===== src/rtl/pmem_arbiter.sv =====
// Arbiter sharing one line-wide physical memory port between icache fills and dcache fills/write-backs.
// Optional macro PMEM_ARB_ROUND_ROBIN_EN swaps fixed dcache priority for alternating tie-breaks.
module pmem_arbiter #(
  parameter int ADDR_W = 32,
  parameter int LINE_W = 256
) (
  input  logic              clk,
  input  logic              rst,
  input  logic              i_pmem_read,
  input  logic [ADDR_W-1:0] i_pmem_address,
  output logic              i_pmem_resp,
  output logic [LINE_W-1:0] i_pmem_rdata,
  input  logic              d_pmem_read,
  input  logic              d_pmem_write,
  input  logic [ADDR_W-1:0] d_pmem_address,
  input  logic [LINE_W-1:0] d_pmem_wdata,
  output logic              d_pmem_resp,
  output logic [LINE_W-1:0] d_pmem_rdata,
  output logic              pmem_read,
  output logic              pmem_write,
  output logic [ADDR_W-1:0] pmem_address,
  output logic [LINE_W-1:0] pmem_wdata,
  input  logic              pmem_resp,
  input  logic [LINE_W-1:0] pmem_rdata,
  output logic [1:0]        dbg_state
);

  // Handshake: a requester holds read/write high until it sees its one-cycle
  // *_resp, then drops it; any request still high while IDLE is a new transaction.
  typedef enum logic [1:0] {
    IDLE   = 2'd0,
    I_BUSY = 2'd1,
    D_BUSY = 2'd2
  } state_e;

  state_e              state_q;
  logic                pmem_read_q;
  logic                pmem_write_q;
  logic [ADDR_W-1:0]   pmem_address_q;
  logic [LINE_W-1:0]   pmem_wdata_q;
  logic                d_req;
  logic                grant_d;

  assign d_req = d_pmem_read | d_pmem_write;

`ifdef PMEM_ARB_ROUND_ROBIN_EN
  logic last_d_q;
  // On a tie the side that did not own the previous grant wins.
  assign grant_d = d_req & (~i_pmem_read | ~last_d_q);
`else
  assign grant_d = d_req;
`endif

  always_ff @(posedge clk) begin
    if (rst) begin
      state_q        <= IDLE;
      pmem_read_q    <= 1'b0;
      pmem_write_q   <= 1'b0;
      pmem_address_q <= '0;
      pmem_wdata_q   <= '0;
`ifdef PMEM_ARB_ROUND_ROBIN_EN
      last_d_q       <= 1'b0;
`endif
    end else begin
      case (state_q)
        IDLE: begin
          if (grant_d) begin
            state_q        <= D_BUSY;
            // A simultaneous read+write is a write-back that must precede the fill.
            pmem_read_q    <= d_pmem_read & ~d_pmem_write;
            pmem_write_q   <= d_pmem_write;
            pmem_address_q <= d_pmem_address;
            pmem_wdata_q   <= d_pmem_wdata;
`ifdef PMEM_ARB_ROUND_ROBIN_EN
            last_d_q       <= 1'b1;
`endif
          end else if (i_pmem_read) begin
            state_q        <= I_BUSY;
            pmem_read_q    <= 1'b1;
            pmem_write_q   <= 1'b0;
            pmem_address_q <= i_pmem_address;
            pmem_wdata_q   <= '0;
`ifdef PMEM_ARB_ROUND_ROBIN_EN
            last_d_q       <= 1'b0;
`endif
          end
        end
        I_BUSY, D_BUSY: begin
          if (pmem_resp) begin
            state_q      <= IDLE;
            pmem_read_q  <= 1'b0;
            pmem_write_q <= 1'b0;
          end
        end
        default: begin
          state_q      <= IDLE;
          pmem_read_q  <= 1'b0;
          pmem_write_q <= 1'b0;
        end
      endcase
    end
  end

  assign pmem_read    = pmem_read_q;
  assign pmem_write   = pmem_write_q;
  assign pmem_address = pmem_address_q;
  assign pmem_wdata   = pmem_wdata_q;

  // Responses are forwarded in the memory's own resp cycle, only to the owner.
  assign i_pmem_resp  = (state_q == I_BUSY) & pmem_resp;
  assign d_pmem_resp  = (state_q == D_BUSY) & pmem_resp;
  assign i_pmem_rdata = pmem_rdata;
  assign d_pmem_rdata = pmem_rdata;
  assign dbg_state    = state_q;

endmodule

===== config.mk =====
export PLATFORM = sky130hd
export DESIGN_NAME = pmem_arbiter
export DESIGN_NICKNAME = d
export VERILOG_FILES = /design/src/rtl/pmem_arbiter.sv
export SDC_FILE = /design/constraint.sdc
export NUM_CORES = 1
export LEC_CHECK = 0
export CAP_MARGIN = 20
export CORE_AREA = 2 2 538 540
export CTS_CLUSTER_SIZE = 28
export DETAILED_ROUTE_END_ITERATION = 6
export DIE_AREA = 0 0 540 542
export PLACE_DENSITY = 0.3
export SYNTH_ARGS = -nofsm -noshare
export SYNTH_HDL_FRONTEND = slang
export SYNTH_SLANG_ARGS = --single-unit

===== constraint.sdc =====
create_clock -name clk -period 1.6 [get_ports clk]
set_input_delay 0.48 -clock clk [delete_from_list [all_inputs] [get_ports clk]]
set_output_delay 0.48 -clock clk [all_outputs]
set_load 0.01 [all_outputs]

==> results.cfg <==
[outcome]
status = finished with violations
violations = setup timing

[critical_path]
cp-start-kind = register
cp.arrival_ns = 1.54
path_max_fanout = 2
reg2regPathDepth = 11
crit_required_ns = 1.12
r2r_start = dbg_state[1]
rrSetupSlack_ns = -0.42
endpoint_kind = output port
crit_type = reg -> out
r2r-end = pmem_wdata[5]

[min_path]
min_path_type = in -> reg
hold_path_depth = 3
min_to = pmem_address[8]
hold_path.startpoint = i_pmem_address[8]

[pwr]
power_density_mw_per_mm2 = 1046
peakVddDrop_uv = 634.3
leakage_uw = 0.009316
power_uw = 28070

[place]
post-place-ws_ns = -0.8304
io_buffers = 619
dp_hpwl_mm = 128.9
place_area_sq_mm = 0.02252
place.gp.congestion = 0.7631

[clocking]
clkSinkCount = 292
clk_pin_slew_ns = 0.06
worstSkewPairLatency_ns = 0.66
cts_made_buffers = 40
cts_htree_levels = 2
cts_buffer_depth = 3
cts_tree = built
root_buffer = clkbuf_16

[floorplan]
core_area_sq_mm = 0.2869
die_y_um = 542
start_util_pct = 4.667
die_area_sq_mm = 0.2927
dieWidth_um = 540
io_pins = 1388
num_rows = 197

[logic_synthesis]
synthCells = 1294
synth_edf_count = 0
syn-cell-area_sq_mm = 0.01339
ys_ff_latch = 292
synth_area_leaders = dfxtp_1 (44%), buf_4 (29%), a22o_1 (17%)
async_flop_share_pct = 0
synth_top_area_cell = dfxtp_1
synth_cell_types = 27
synth_top_area_share_pct = 43.66
ys.flop_type = dfxtp_1
synth_warnings = 0
syn_avg_cell_area_sq_um = 10.35
ys_seq_area_share_pct = 43.66
syn-num-nets = 1879

[sta]
fin_setup_tns_ns = -93.67
tightestPinTransition_ns = 0.5341
maxSlewViolCount = 0
setup_ws_ns = -0.4205
min_period_ns = 2.020
finalCritPeriodShare_pct = 126.3
setup_viol = 478
timing.slew.headroom_pct = 64.39
fmax_mhz = 494.9
rsz0062_at_grt = yes
fin_skew_ns = 0.02861
holdWs_ns = 0.3800
hold_viol_final = 0

[routing]
num_vias = 11260
wire_per_inst_um = 28.02
drt_first_pass_iters = 4
routed_wl_mm = 151.4
drtIter0Drc = 573
drtAntennaViolNets = 0
routed_via_density = 2.084
drc_errors = 0

[finish]
area_growth_pct = 100.4
final_design_area_no_fill_sq_mm = 0.02683
drive_gt1_share_pct = 55.58
nets = 2157

[grt]
grt_usage_pct = 9.370
globalRoute.totalOverflow = 0
antenna_found_initial = 87
grt_max_degree = 36
grt_pass1_wl_mm = 167.8
grt_pass1_vias = 10841

[flow_run]
maxCapViolCount = 0
==> critical path: stages, from the launching register on <==
cell and delay (ns):
dfxtp_2 0.33, inv_2 0.04, buf_6 0.11, ha_4 0.14
and2_4 0.13, buf_12 0.13
==> how the worst max path moves through the flow <==
stage / from / to / slack (ns) / depth (start not counted)
2_1_floorplan: dbg_state[0] / pmem_wdata[215] / 0.02 / 6
3_3_place_gp: pmem_resp / d_pmem_resp / -0.86 / 3
3_5_place_dp: pmem_resp / d_pmem_resp / -0.83 / 3
4_1_cts: dbg_state[1] / i_pmem_resp / -0.51 / 5
5_1_grt: dbg_state[1] / i_pmem_resp / -0.50 / 5
6_report: dbg_state[1] / i_pmem_resp / -0.42 / 5
==> metrics by stage <==
stage | std cells | utilization [%]
after floorplan | 1294 | -
after global placement | 5185 | 7.849
after detailed placement | 5185 | 7.849
after CTS | 5284 | 8.528
after global routing | 5387 | 9.336
final | 5403 | 9.350
==> logic make-up (layout without fill, tap and decap cells) <==
kind of cell               after synthesis  in the layout  share of synthesized area, %
AOI/OAI and AO/OA                      329            329                         20.49
other                                    0             19                             0
DFF                                    292            292                         43.66
adders and majority gates                3              3                        0.2804
and+or+nand+nor                         77             77                         2.598
buffers and inverters                  593            902                         32.97
==> what timing repair did <==
item,CTS,global route
endpoints found under the setup margin,583,561
hold buffers,0,0
pin swaps,7,30
resized for setup,750,350
buffers inserted,26,62
gates cloned,0,42
==> cell usage in the layout, fill, tap and decap left out, types with 2 or more instances in the layout <==
cell	count
a21oi_1	4
a22o_1	256
a311oi_1	14
a311oi_2	18
and2_4	2
buf_12	197
buf_16	10
buf_2	3
buf_4	106
buf_6	130
buf_8	23
clkbuf_1	9
clkbuf_16	76
clkbuf_8	8
clkdlybuf4s50_1	321
clkinv_2	3
clkinvlp_4	7
dfxtp_2	187
dfxtp_4	105
diode_2	19
ha_4	3
inv_2	2
nand2_1	32
nand2b_1	2
nor2_1	30
nor2_2	2
nor2b_1	2
o21ai_0	35
==> power breakdown <==
group          total [uW]  switching, uW  internal (uW)
combinational        9420           4060           5360
sequential           9280            976           8300
clock                9370           4090           5280
total               28100           9130          18900
==> final cells by class <==
class	instances	area (sq um)
fill	32963	260100
clock buffer	58	1170
multi-input combinational	409	3296
inverter	3	11.26
antenna	19	47.55
clock inverter	15	161.4
sequential	292	6474
timing repair buffer	826	10940
tap	3781	4731
==> sequential cells by signal, summed over array words and instances, names as in the netlist <==
name / count
pmem_write: 1
dbg_state: 2
pmem_read: 1
pmem_address: 32
pmem_wdata: 256
==> cell usage after synthesis (3+ instances only) <==
cell type,instances
dfxtp_1,292
buf_6,26
a22o_1,256
o21ai_0,35
buf_2,36
buf_4,513
clkbuf_1,12
a311oi_1,32
a21oi_1,4
ha_1,3
inv_1,3
nor2_1,32
nand2_1,32
==> metal layers <==
layer / vias up / share of wire (%) / routed length [um] / track usage [%]
met1: 5030 / 31 / 46440 / 8.225
met3: 435 / 22 / 33130 / 9.864
met5: - / 0.063 / 95 / 0.1480
met2: 1150 / 43 / 64480 / 13.80
li1: 4635 / - / - / -
met4: 10 / 4.8 / 7246 / 4.036
No activity file was read; power rests on OpenSTA's default activity.
